==> src/rtl/riscv_mem_pkg.sv <==
// Shared definitions for the memory stage: funct3 access encodings and the
// load/store sequencing states.
package riscv_mem_pkg;

   localparam logic [2:0] F3_B  = 3'b000;
   localparam logic [2:0] F3_H  = 3'b001;
   localparam logic [2:0] F3_W  = 3'b010;
   localparam logic [2:0] F3_BU = 3'b100;
   localparam logic [2:0] F3_HU = 3'b101;

   typedef enum logic [1:0] {
      IDLE = 2'd0,
      BUSY = 2'd1,
      DONE = 2'd2
   } state_e;

endpackage

==> src/rtl/lsu_align.sv <==
// Combinational byte-lane logic: store byte enables and lane replication,
// misalignment detection, and load byte/half extraction with extension.
module lsu_align
   import riscv_mem_pkg::*;
(
   input  logic [2:0]  stFunct3_i,
   input  logic [1:0]  stOffset_i,
   input  logic [31:0] storeData_i,
   output logic [3:0]  byteEn_o,
   output logic [31:0] laneData_o,
   output logic        misalign_o,
   input  logic [2:0]  ldFunct3_i,
   input  logic [1:0]  ldOffset_i,
   input  logic [31:0] loadWord_i,
   output logic [31:0] loadData_o
);

   logic [7:0]  ldByte;
   logic [15:0] ldHalf;

   // Undefined funct3 codes fall back to whole-word behaviour.
   always_comb begin
      byteEn_o   = 4'b1111;
      laneData_o = storeData_i;
      misalign_o = 1'b0;
      case (stFunct3_i)
         F3_B, F3_BU: begin
            byteEn_o   = 4'b0001 << stOffset_i;
            laneData_o = {4{storeData_i[7:0]}};
         end
         F3_H, F3_HU: begin
            byteEn_o   = 4'b0011 << stOffset_i;
            laneData_o = {2{storeData_i[15:0]}};
            misalign_o = stOffset_i[0];
         end
         F3_W: misalign_o = |stOffset_i;
         default: ;
      endcase
   end

   always_comb begin
      case (ldOffset_i)
         2'd0:    ldByte = loadWord_i[7:0];
         2'd1:    ldByte = loadWord_i[15:8];
         2'd2:    ldByte = loadWord_i[23:16];
         default: ldByte = loadWord_i[31:24];
      endcase
      ldHalf = ldOffset_i[1] ? loadWord_i[31:16] : loadWord_i[15:0];
      case (ldFunct3_i)
         F3_B:    loadData_o = {{24{ldByte[7]}}, ldByte};
         F3_BU:   loadData_o = {24'd0, ldByte};
         F3_H:    loadData_o = {{16{ldHalf[15]}}, ldHalf};
         F3_HU:   loadData_o = {16'd0, ldHalf};
         default: loadData_o = loadWord_i;
      endcase
   end

endmodule

==> src/rtl/mem_access_unit.sv <==
// M-stage load/store unit: drives a ready-handshaked data-memory port and
// stalls the pipeline until the access completes.
module mem_access_unit
   import riscv_mem_pkg::*;
#(
   parameter int ADDR_W = 32
) (
   input  logic              clk,
   input  logic              reset,
   input  logic              MemReadM,
   input  logic              MemWriteM,
   input  logic              RegWriteM,
   input  logic [2:0]        funct3M,
   input  logic [ADDR_W-1:0] ALUResultM,
   input  logic [31:0]       WriteDataM,
   output logic [31:0]       ReadDataM,
   output logic              RegWriteMW,
   output logic              StallM,
   output logic              MisalignM,
   output logic              mem_req,
   output logic              mem_we,
   output logic [ADDR_W-1:0] mem_addr,
   output logic [3:0]        mem_be,
   output logic [31:0]       mem_wdata,
   input  logic              mem_ready,
   input  logic [31:0]       mem_rdata
);

   state_e            state_q, state_d;
   logic [ADDR_W-1:0] addr_q, addr_d;
   logic [1:0]        offset_q, offset_d;
   logic [3:0]        be_q, be_d;
   logic [31:0]       wdata_q, wdata_d;
   logic              we_q, we_d;
   logic [2:0]        funct3_q, funct3_d;
   logic [31:0]       rdata_q, rdata_d;

   logic              access;
   logic              misalignRaw;
   logic [3:0]        byteEn;
   logic [31:0]       laneData;
   logic [31:0]       loadData;

   assign access = MemReadM | MemWriteM;

   lsu_align uAlign (
      .stFunct3_i  (funct3M),
      .stOffset_i  (ALUResultM[1:0]),
      .storeData_i (WriteDataM),
      .byteEn_o    (byteEn),
      .laneData_o  (laneData),
      .misalign_o  (misalignRaw),
      .ldFunct3_i  (funct3_q),
      .ldOffset_i  (offset_q),
      .loadWord_i  (rdata_q),
      .loadData_o  (loadData)
   );

   always_ff @(posedge clk) begin
      if (reset) begin
         state_q  <= IDLE;
         addr_q   <= '0;
         offset_q <= 2'd0;
         be_q     <= 4'd0;
         wdata_q  <= 32'd0;
         we_q     <= 1'b0;
         funct3_q <= 3'd0;
         rdata_q  <= 32'd0;
      end else begin
         state_q  <= state_d;
         addr_q   <= addr_d;
         offset_q <= offset_d;
         be_q     <= be_d;
         wdata_q  <= wdata_d;
         we_q     <= we_d;
         funct3_q <= funct3_d;
         rdata_q  <= rdata_d;
      end
   end

   // The request is latched on leaving IDLE so it stays frozen while BUSY.
   always_comb begin
      state_d   = state_q;
      addr_d    = addr_q;
      offset_d  = offset_q;
      be_d      = be_q;
      wdata_d   = wdata_q;
      we_d      = we_q;
      funct3_d  = funct3_q;
      rdata_d   = rdata_q;
      StallM    = 1'b0;
      MisalignM = 1'b0;
      mem_req   = 1'b0;
      ReadDataM = 32'd0;
      case (state_q)
         IDLE: begin
            if (access && misalignRaw) begin
               MisalignM = 1'b1;
            end else if (access) begin
               StallM   = 1'b1;
               addr_d   = {ALUResultM[ADDR_W-1:2], 2'b00};
               offset_d = ALUResultM[1:0];
               be_d     = byteEn;
               wdata_d  = laneData;
               we_d     = MemWriteM & ~MemReadM;
               funct3_d = funct3M;
               state_d  = BUSY;
            end
         end
         BUSY: begin
            mem_req = 1'b1;
            StallM  = 1'b1;
            if (mem_ready) begin
               rdata_d = mem_rdata;
               state_d = DONE;
            end
         end
         DONE: begin
            ReadDataM = loadData;
            state_d   = IDLE;
         end
         default: state_d = IDLE;
      endcase
   end

   assign RegWriteMW = RegWriteM & ~StallM & ~MisalignM;
   assign mem_we     = we_q;
   assign mem_addr   = addr_q;
   assign mem_be     = be_q;
   assign mem_wdata  = wdata_q;

endmodule

==> config.mk <==
export PLATFORM = sky130hd
export DESIGN_NAME = mem_access_unit
export DESIGN_NICKNAME = d
export VERILOG_FILES = /design/src/rtl/riscv_mem_pkg.sv /design/src/rtl/lsu_align.sv /design/src/rtl/mem_access_unit.sv
export SDC_FILE = /design/constraint.sdc
export NUM_CORES = 1
export LEC_CHECK = 0
export CORE_MARGIN = 3
export CORE_UTILIZATION = 39
export DETAILED_ROUTE_END_ITERATION = 16
export PLACE_DENSITY = 0.77
export SLEW_MARGIN = 20
export SYNTH_ARGS = -nofsm -noshare
export SYNTH_HDL_FRONTEND = slang
export SYNTH_SLANG_ARGS = --single-unit
==> constraint.sdc <==
create_clock -name clk -period 1.8 [get_ports clk]
set_input_delay 0.36 -clock clk [delete_from_list [all_inputs] [get_ports clk]]
set_output_delay 0.36 -clock clk [all_outputs]
set_load 0.005 [all_outputs]
Yosys cells after proc, flatten, opt, wreduce, memory -nomap -nowiden
Cells that the tools add are included.
- output and inout port bits: 105
- word-level logic and storage cells: 60
- input port bits: 105
- bits in registers: 106
- eq/ne operators: 14
- mux-type cells: 17
- shift-type cells: 2
- reduce and logical (&&, ||, !) cells: 11
- bitwise operators: 8
- operator list (kind ; number):
    one-hot mux 32 bit (4 select lines) ; 1
    one-hot mux 32 bit (2 select lines) ; 1
    two-way mux 32 bit ; 1
    one-hot mux 8 bit (3 select lines) ; 1
    two-way mux 16 bit ; 1
    == test 3 bit, second input constant ; 4
    one-hot mux 4 bit (2 select lines) ; 1
    == test 3 x 1 -> 1 bit, second input constant ; 2
    zero test 3 bit ; 2
    two-way mux 2 bit ; 3
    inequality test 2 bit, second input constant ; 3
    AND reduction 3 bit ; 2
    OR reduction 2 bit ; 3
    two-way mux 1 bit ; 5
    == test 2 x 1 -> 1 bit, second input constant ; 2
    == test 2 bit, second input constant ; 2
    zero test 2 bit ; 2
    NOT 1 bit ; 4
    one-hot mux 1 bit (2 select lines) ; 2
    one-hot mux 2 bit (2 select lines) ; 1
    << shifter 1 x 2 -> 4 bit, first input constant ; 1
    << shifter 2 x 2 -> 4 bit, first input constant ; 1
    AND 1 bit ; 3
    == test 3 x 2 -> 1 bit, second input constant ; 1
    other kinds (3) ; 3

Longest topological paths before layout
Gate-level depths: netlist of run 1.
- word-level depth: 9
- mapped depth: 7
- mapped depth without buffers: 4

Hierarchy
A second synthesis of run 1 with hierarchy kept.
- cells, all modules: 693
- area total of the unflattened synthesis: 6154.7 um^2
- modules (own cells, without submodules) (module ; area each (um^2) ; cells each ; seq. area each (um^2) ; instances):
    mem_access_unit ; 4734.5 ; 504 ; 2122.0 ; 1
    lsu_align ; 1420.1 ; 189 ; 0.0 ; 1

Worst setup path before layout of run 1
Ideal clock, no wire load.
- kind: input -> output
- start point: in funct3M[0]
- end point: out StallM
- buffers on the path: 3
- required time: 1.440 ns
- setup slack: 0.009 ns
- data arrival time: 1.431 ns
- cell stages on the path: 7
- path through: buf_2 > nand3b_1 > o41a_1 > buf_2 > buf_2 > o21ai_0 > a21oi_1
- cells in the longest elaborated chain, start to end: 6
- elaborated cells on any way between the ends: 8
- those cells by class: eq/ne (3); mux (3); reduce/logical (2)
- RTL lines (what ; line ; source):
    start: declaration ; mem_access_unit.sv:13 ; input logic [2:0] funct3M,
    == test 3 x 1 -> 1 bit or == test 3 bit (tied branches) ; lsu_align.sv:26 ; case (stFunct3_i)
    OR reduction 2 bit ; lsu_align.sv:26 ;
    one-hot mux 1 bit (2 select lines) * ; lsu_align.sv:26 ;
    logical AND 1 bit * ; mem_access_unit.sv:97 ; if (access && misalignRaw) begin
    two-way mux 1 bit * ; mem_access_unit.sv:97 ;
    one-hot mux 1 bit (2 select lines) * ; mem_access_unit.sv:95 ; case (state_q)
    end: declaration ; mem_access_unit.sv:18 ; output logic StallM,
Every way passes the cells marked *; elsewhere a longest branch is shown, timed or not.

Worst setup path in the final report of run 1
- start point: reg offset_q[0]
- end point: out ReadDataM[27]
- cells in the longest elaborated chain, start to end: 4
- elaborated cells on any way between the ends: 6
- those cells by class: eq/ne (2); mux (3); reduce/logical (1)
- RTL lines (what ; line ; source):
    start: declaration ; mem_access_unit.sv:31 ; logic [1:0] offset_q, offset_d;
    start signal: assignment ; mem_access_unit.sv:72 ; offset_q <= offset_d;
    == test 2 bit, or another cell as far along ; lsu_align.sv:42 ; case (ldOffset_i)
    one-hot mux 8 bit (3 select lines) * ; lsu_align.sv:42 ;
    one-hot mux 32 bit (4 select lines) * ; lsu_align.sv:49 ; case (ldFunct3_i)
    two-way mux 32 bit * ; mem_access_unit.sv:95 ;
    end: declaration ; mem_access_unit.sv:16 ; output logic [31:0] ReadDataM,
Marks and branches as above.

==> results of run 1 <==
==> path summary, 6_finish.rpt <==
path	start	end
hold / removal	reset	state_q[0]$_SDFFE_PP0P_
setup reg to reg	state_q[1]$_SDFFE_PP0P_	mem_be[1]$_SDFFE_PP0P_
hold reg to reg	rdata_q[0]$_SDFFE_PP0P_	rdata_q[0]$_SDFFE_PP0P_
setup / recovery	offset_q[0]$_SDFFE_PP0P_	ReadDataM[27]
==> registers in the layout, indices dropped and copies added (netlist names) <==
name       flops
mem_wdata     32
rdata_q       32
mem_addr      30
mem_be         4
funct3_q       3
offset_q       2
state_q        2
mem_we         1
==> kinds of logic after synthesis <==
logic type / Yosys count / synth area share
compound gates: 243 / 0.294
simple gates: 172 / 0.152
flops: 106 / 0.427
buf+inv: 79 / 0.0673
mux: 29 / 0.0585
other cells: 1 / 0.000755
==> cell usage after synthesis, types with 2 or more instances <==
cell type	number	area share
nand2b_1	4	0.0050
buf_1	5	0.0038
nor2_1	26	0.020
buf_2	21	0.021
inv_1	12	0.0091
o21ai_0	62	0.062
o2111ai_1	8	0.014
buf_4	3	0.0045
a21o_1	16	0.024
nand3b_1	2	0.0030
nand4b_1	3	0.0053
o22ai_1	7	0.0088
a211oi_1	8	0.012
dfxtp_1	106	0.43
a2111oi_0	7	0.012
clkbuf_1	37	0.028
a21oi_1	108	0.11
nor3_1	4	0.0040
mux2i_1	29	0.058
nand3_1	42	0.042
a221oi_1	7	0.012
nand2_1	85	0.064
a311oi_1	12	0.021
==> worst max-delay path: stages (launching register included) <==
cell and delay, ns:
dfxtp_4 0.37, mux2i_4 0.20, buf_6 0.13, a31oi_4 0.19
and4_4 0.31, buf_12 0.13, buf_6 0.10, a21o_1 0.11
buf_2 0.12
==> per-stage QoR <==
step           hold slack (ns)  TNS (ns)  cell area [sq um]  utilization
4_1_cts                  0.394    -13.14               8320        0.681
3_5_place_dp             0.451    -45.19               7620        0.624
5_1_grt                  0.416    -17.66               8510        0.697
3_3_place_gp             0.450    -39.20               7620        0.624
2_1_floorplan            0.437         0               4970            -
6_report                 0.408    -16.23               8510        0.697
==> cell type report <==
class                   count  area (sq um)  area share
clock buffers              11           243      0.0285
clock inverters             4          98.8      0.0116
inverters                  13          48.8     0.00574
multi-input cells         446          2880       0.338
flip-flops and latches    106          2130       0.251
well taps                 168           210      0.0247
repair buffers            309          2900       0.341
==> metal layers <==
metal  part of all wire  track usage  vias to the layer above
li1                   -            -                     2769
met1               0.37        0.301                     2873
met4              0.043        0.110                        0
met5                  0            0                        -
met2               0.49        0.460                      340
met3              0.099        0.101                       73
==> power by group <==
group / leakage [uW] / internal [uW] / total (uW) / switching, uW
Clock: 0.000166 / 1400 / 2300 / 901
Sequential: 0.000873 / 2540 / 2670 / 124
Combinational: 0.00235 / 978 / 1860 / 881
==> what timing repair did <==
item                                    4_1_cts  5_1_grt
buffers inserted                             19       13
endpoints found under the setup margin       97       56
pin swaps                                    18       13
gates cloned                                  2        0
gates resized for setup                     224       41
==> impl_metrics.ini, run 1 <==
[clocking]
cts_buffer_depth = 2
cts_buffers = 9
clk_latency_ns = 0.36
cts_tree = done
holdBufCountCts = 0
cts_root_buf = clkbuf_16
path_clk_slew_ns = 0.07
h-tree-depth = 3
cts.sinks = 106

[floorplan]
chipHeight_microns = 119
initial_utilization = 0.407
core_sq_mm = 0.0122
placement_rows = 40
dieArea_sq_mm = 0.0141
dieWidth_microns = 119
ios = 210

[logic_synthesis]
synth_cell_types = 39
synth_area_sq_mm = 0.00497
yosysSeqAreaShare = 0.427
yosys_warnings = 0
synth_edf_count = 0
syn_inst = 630
synth_seq_cells = 106
synth-main-ff-cell = dfxtp_1
postSynth.asyncResetShare = 0
avgSynthCellArea_sq_um = 7.88

[timing]
rsz0062_at_grt = yes
setup_viol = 32
fin_crit_ns = 2.38
tightest_slew_ns = 0.633
slew_viol_final = 0
max_clock_freq_mhz = 421
fin_ws_ns = -0.576
slew-limit-headroom = 0.578
fin_crit_sh = 1.32
skew_ns = 0.00531
final-hold-violation-count = 0

[setup_path]
start_kind = flip-flop
crit_path_max_fanout = 5
crit_arrival_ns = 2.02
reg2reg_depth = 6
crit_type = reg -> out
cp.required_ns = 1.44
endpoint_kind = primary output
r2r_slack_ns = 0.08

[power]
ir_drop_uv = 690
leakagePower_uw = 0.00339
totalPowerFinal_uw = 6820
pwr_density_cell_mw_per_mm2 = 802

[global_route]
grt_pass1_wl_microns = 30800
antenna_found_initial = 0
grt_max_degree = 53
overflow = 0
grt_pass1_vias = 5962
grtUsageTotal = 0.269

[worst_hold_path]
hold_path_depth = 2
hp-class = in -> reg

[place]
dp.cells = 1015
port_buffers = 207
pre_cts_slack_ns = -0.740
place_hpwl_microns = 13100
routabilityCongestion = 0.893

[status]
status = finished with violations
violations = negative setup slack

[final_layout]
nNetsFinal = 990
antenna_cells = 0
final_cell_mix = 163 x clkdlybuf4s50_1, 105 x a21oi_1, 101 x dfxtp_1
area_delta_synth_final_pct = 71.3
drive_gt1_frac = 0.233
fill_cells = 947
layout.cells.non_filler = 1057
final_common_cell = clkdlybuf4s50_1

[routing]
wire_per_inst_microns = 19.5
vias_per_cell = 5.73
drcViolationCount = 0
via_count = 6055
antenna_left = 0
totalWireLength_microns = 20600
drt-pass1-iter-count = 5
drt_iter0_markers = 628

[job]
max_cap_viol_count = 0
Power figures use the tool's default switching activity.
==> run 2, diff against run 1 <==
Settings changed: CORE_UTILIZATION 39 to 57, DONT_BUFFER_PORTS set to 1, PLACE_DENSITY 0.77 to 0.85.
==> impl_metrics.ini, run 2 (synthesized netlist as in run 1, its figures left out) <==
[status]
status = finished with violations
violations = negative setup slack

[worst_hold_path]
holdCritStartpoint = reset
hp-class = in -> reg

[setup_path]
endpoint_kind = primary output
rr_startpoint = state_q[0]$_SDFFE_PP0P_
crit_start = funct3_q[0]$_SDFFE_PP0P_
r2r_slack_ns = -0.02
start_kind = flip-flop
reg2reg_depth = 7
crit_arrival_ns = 1.94
r2r_end = mem_be[0]$_SDFFE_PP0P_
crit_path_max_fanout = 16
cp-endpoint = ReadDataM[21]
cp.required_ns = 1.44
crit_type = reg -> out

[routing]
antenna_left = 0
drt-pass1-iter-count = 6
vias_per_cell = 7.11
drt_iter0_markers = 713
totalWireLength_microns = 19000
via_count = 5371
drcViolationCount = 0
wire_per_inst_microns = 25.1

[floorplan]
core_sq_mm = 0.00834
placement_rows = 33
ios = 210
dieWidth_microns = 99.3
initial_utilization = 0.595
dieArea_sq_mm = 0.00987
chipHeight_microns = 99.3

[global_route]
overflow = 0
grt_max_degree = 109
antenna_found_initial = 0
grt_pass1_wl_microns = 25700
grtUsageTotal = 0.323
grt_pass1_vias = 4921

[final_layout]
layout.cells.non_filler = 755
antenna_cells = 0
regArea_sq_mm = 0.00214
nNetsFinal = 750
final_cell_mix = 106 x a21oi_1, 99 x dfxtp_1, 84 x nand2_1
fill_cells = 569
multi_input_area_sq_mm = 0.00293
drive_gt1_frac = 0.231
final_common_cell = a21oi_1
area_delta_synth_final_pct = 23.3

[place]
routabilityCongestion = 0.950
port_buffers = 0
place_hpwl_microns = 10400
dp.cells = 720
pre_cts_slack_ns = -0.171

[clocking]
cts_tree = done
cts_root_buf = clkbuf_8
cts_buffer_depth = 2
cts_buffers = 9
cts.sinks = 106
holdBufCountCts = 0
h-tree-depth = 3
clk_latency_ns = 0.37
path_clk_slew_ns = 0.11

[power]
ir_drop_uv = 486
leakagePower_uw = 0.00229
pwr_density_cell_mw_per_mm2 = 887

[timing]
final-hold-violation-count = 0
max_clock_freq_mhz = 435
fin_ws_ns = -0.498
fin_crit_ns = 2.30
fin_crit_sh = 1.28
setup_viol = 34
tightest_slew_ns = 0.516
slew-limit-headroom = 0.655
rsz0062_at_grt = yes
slew_viol_final = 0
skew_ns = 0.0120

[job]
max_cap_viol_count = 0
==> run 2: stage by stage <==
| stage | total power (uW) | setup TNS, ns | util | hold slack, ns | instance area, sq um |
|---|---|---|---|---|---|
| 2_1_floorplan | 3370 | 0 | - | 0.437 | 4970 |
| 3_3_place_gp | 3560 | -0.0783 | 0.629 | 0.437 | 5250 |
| 3_5_place_dp | 3610 | -2.84 | 0.629 | 0.437 | 5250 |
| 4_1_cts | 5170 | -9.08 | 0.697 | 0.0421 | 5810 |
| 5_1_grt | 5610 | -13.53 | 0.734 | 0.0165 | 6120 |
| 6_report | 5430 | -13.95 | 0.734 | 0.0444 | 6120 |
==> run 2: worst max-delay path, stage by stage (launching register included) <==
cell and delay (ns):
dfxtp_2 0.36, buf_4 0.14, inv_1 0.12, a31oi_1 0.37, and4_4 0.43, a21o_1 0.14
==> run 2: cell type report <==
| type | instances | area share |
|---|---|---|
| timing repair buffer | 69 | 0.112 |
| multi-input combinational | 446 | 0.479 |
| clock buffer | 10 | 0.0209 |
| tap | 105 | 0.0215 |
| inverter | 13 | 0.00797 |
| sequential | 106 | 0.349 |
| clock inverter | 6 | 0.00940 |
==> run 2: repair_timing <==
action,4_1_cts,5_1_grt
cloned,3,2
gates resized for setup,61,56
pin swaps,13,8
buffers inserted,9,8
setup endpoints to repair,33,74
==> run 2: metal layers <==
| metal | global-route usage | wire [microns] | up-vias |
|---|---|---|---|
| met5 | 0 | 0 | - |
| met4 | 0.159 | 1190 | 0 |
| met3 | 0.0884 | 2540 | 116 |
| met2 | 0.519 | 8750 | 511 |
| met1 | 0.400 | 6480 | 2448 |
| li1 | - | - | 2296 |
==> run 2: worst min-delay path by stage <==
stage	depth (start not counted)	end
floorplan	2	rdata_q[0]$_SDFFE_PP0P_
global placement	1	mem_addr[18]$_SDFFE_PP0P_
detailed placement	1	mem_addr[20]$_SDFFE_PP0P_
CTS	1	mem_addr[11]$_SDFFE_PP0P_
global route	1	state_q[0]$_SDFFE_PP0P_
finish	1	state_q[0]$_SDFFE_PP0P_
==> run 2: report_power, final <==
part           total (uW)  switching (uW)  internal, uW  leakage, uW
sequential           2730             190          2540     0.000874
clock                1460             919           541    0.0000953
combinational        1240             721           516      0.00132
total                5430            1830          3600      0.00229
==> run 3, diff against run 2 <==
Settings changed: GPL_TIMING_DRIVEN set to 0.
==> impl_metrics.ini, run 3 (synthesized netlist as in run 1, its figures left out) <==
[worst_hold_path]
hold_path_depth = 2
holdCritStartpoint = mem_rdata[26]
min_to = rdata_q[26]$_SDFFE_PP0P_
hp-class = in -> reg

[floorplan]
ios = 210
core_sq_mm = 0.00834
dieArea_sq_mm = 0.00987
chipHeight_microns = 99.3
initial_utilization = 0.595
placement_rows = 33
dieWidth_microns = 99.3

[final_layout]
drive_gt1_frac = 0.179
antenna_cells = 0
area_delta_synth_final_pct = 19.2
final_cell_mix = 105 x a21oi_1, 99 x dfxtp_1, 84 x nand2_1
final_core_util = 0.710
nNetsFinal = 763
final_common_cell = a21oi_1
fill_cells = 610

[global_route]
grt_pass1_wl_microns = 27500
grtUsageTotal = 0.350
overflow = 0
grt_max_degree = 21
antenna_found_initial = 0
grt_pass1_vias = 5187

[routing]
wire_per_inst_microns = 24.2
antenna_left = 0
vias_per_cell = 7.03
drt_iter0_markers = 539
drt-pass1-iter-count = 6
drcViolationCount = 0
via_count = 5397
totalWireLength_microns = 18600

[clocking]
cts_root_buf = clkbuf_8
h-tree-depth = 3
cts.sinks = 106
holdBufCountCts = 0
clk_latency_ns = 0.39
cts_buffer_depth = 2
cts_buffers = 9
cts_tree = done
path_clk_slew_ns = 0.12

[timing]
rsz0062_at_grt = yes
setup_viol = 32
tightest_slew_ns = 0.711
slew-limit-headroom = 0.526
fin_crit_sh = 1.23
slew_viol_final = 0
fin_ws_ns = -0.410
fin_crit_ns = 2.21
max_clock_freq_mhz = 452
final-hold-violation-count = 0
skew_ns = 0.0145

[setup_path]
r2r_slack_ns = 0.07
r2r_end = funct3_q[2]$_SDFFE_PP0P_
reg2reg_depth = 5
endpoint_kind = primary output
crit_arrival_ns = 1.85
crit_type = reg -> out
rr_startpoint = state_q[0]$_SDFFE_PP0P_
crit_path_max_fanout = 10
start_kind = flip-flop
cp.required_ns = 1.44

[place]
place_hpwl_microns = 12000
routabilityCongestion = 0.921
port_buffers = 0
pre_cts_slack_ns = -0.331

[power]
pwr_density_cell_mw_per_mm2 = 910
totalPowerFinal_uw = 5390
leakagePower_uw = 0.00218
ir_drop_uv = 455

[status]
violations = negative setup slack
status = finished with violations

[job]
max_cap_viol_count = 0
[run 3: cell count changes in the layout (fill, tap and decap cells not counted), moves of 4 or more]
cell      delta
buf_4       -30
clkbuf_1    +26
o21ai_0     +11
o21ai_2     -10
buf_2        +9
buf_12       -6
clkbuf_2     +5
nor2_1       +5
buf_1        +4
buf_8        +4
[run 3: per-layer routing]
metal | vias up | share of wire | GRT usage
met5 | - | 0 | 0
met4 | 0 | 0.060 | 0.194
met3 | 130 | 0.13 | 0.125
met2 | 467 | 0.46 | 0.566
met1 | 2479 | 0.35 | 0.404
li1 | 2321 | - | -
[run 3: how the worst max path moves through the flow]
stage	start	endpoint	cells after the start	slack [ns]
floorplan	funct3M[0]	StallM	7	0.009
global placement	offset_q[1]$_SDFFE_PP0P_	ReadDataM[0]	6	-0.29
detailed placement	offset_q[1]$_SDFFE_PP0P_	ReadDataM[0]	6	-0.33
CTS	offset_q[0]$_SDFFE_PP0P_	ReadDataM[8]	6	-0.31
global route	offset_q[0]$_SDFFE_PP0P_	ReadDataM[9]	5	-0.44
finish	funct3_q[0]$_SDFFE_PP0P_	ReadDataM[6]	5	-0.41
[run 3: worst max-delay path: stages (launching register included)]
cell,delay [ns]
dfxtp_2,0.36
buf_8,0.16
nand2b_4,0.19
nand3_2,0.18
nor2_1,0.13
a2111oi_4,0.44
[run 3: layout make-up]
cell class                 count  area (sq um)  share of cell area
clock buffer                  10           138              0.0233
timing repair buffer          21           173              0.0292
inverter                      13          56.3             0.00951
clock inverter                 6          62.6              0.0106
multi-input combinational    446          2850               0.482
sequential                   106          2140               0.361
tap                          105           131              0.0222
buffer                        61           370              0.0626
[run 3: report_power, final]
| part | internal, uW | switching (uW) | total (uW) |
|---|---|---|---|
| registers | 2540 | 189 | 2730 |
| clock network | 584 | 934 | 1520 |
| logic | 420 | 717 | 1140 |
| total | 3550 | 1840 | 5390 |
[run 3: timing repair]
item | in CTS | in global routing
cloned | 0 | 1
setup endpoints to repair | 82 | 80
gates resized for setup | 94 | 33
setup buffers | 16 | 7
pin swaps | 15 | 10
[run 3: per-stage QoR]
step | TNS [ns] | instance area [sq um] | hold WS (ns) | cells
2_1_floorplan | 0 | 4970 | 0.437 | 631
3_3_place_gp | -7.51 | 5100 | 0.449 | 736
3_5_place_dp | -11.06 | 5100 | 0.454 | 736
4_1_cts | -9.06 | 5790 | 0.0903 | 763
5_1_grt | -12.98 | 5920 | 0.0954 | 768
6_report | -11.39 | 5920 | 0.0911 | 768
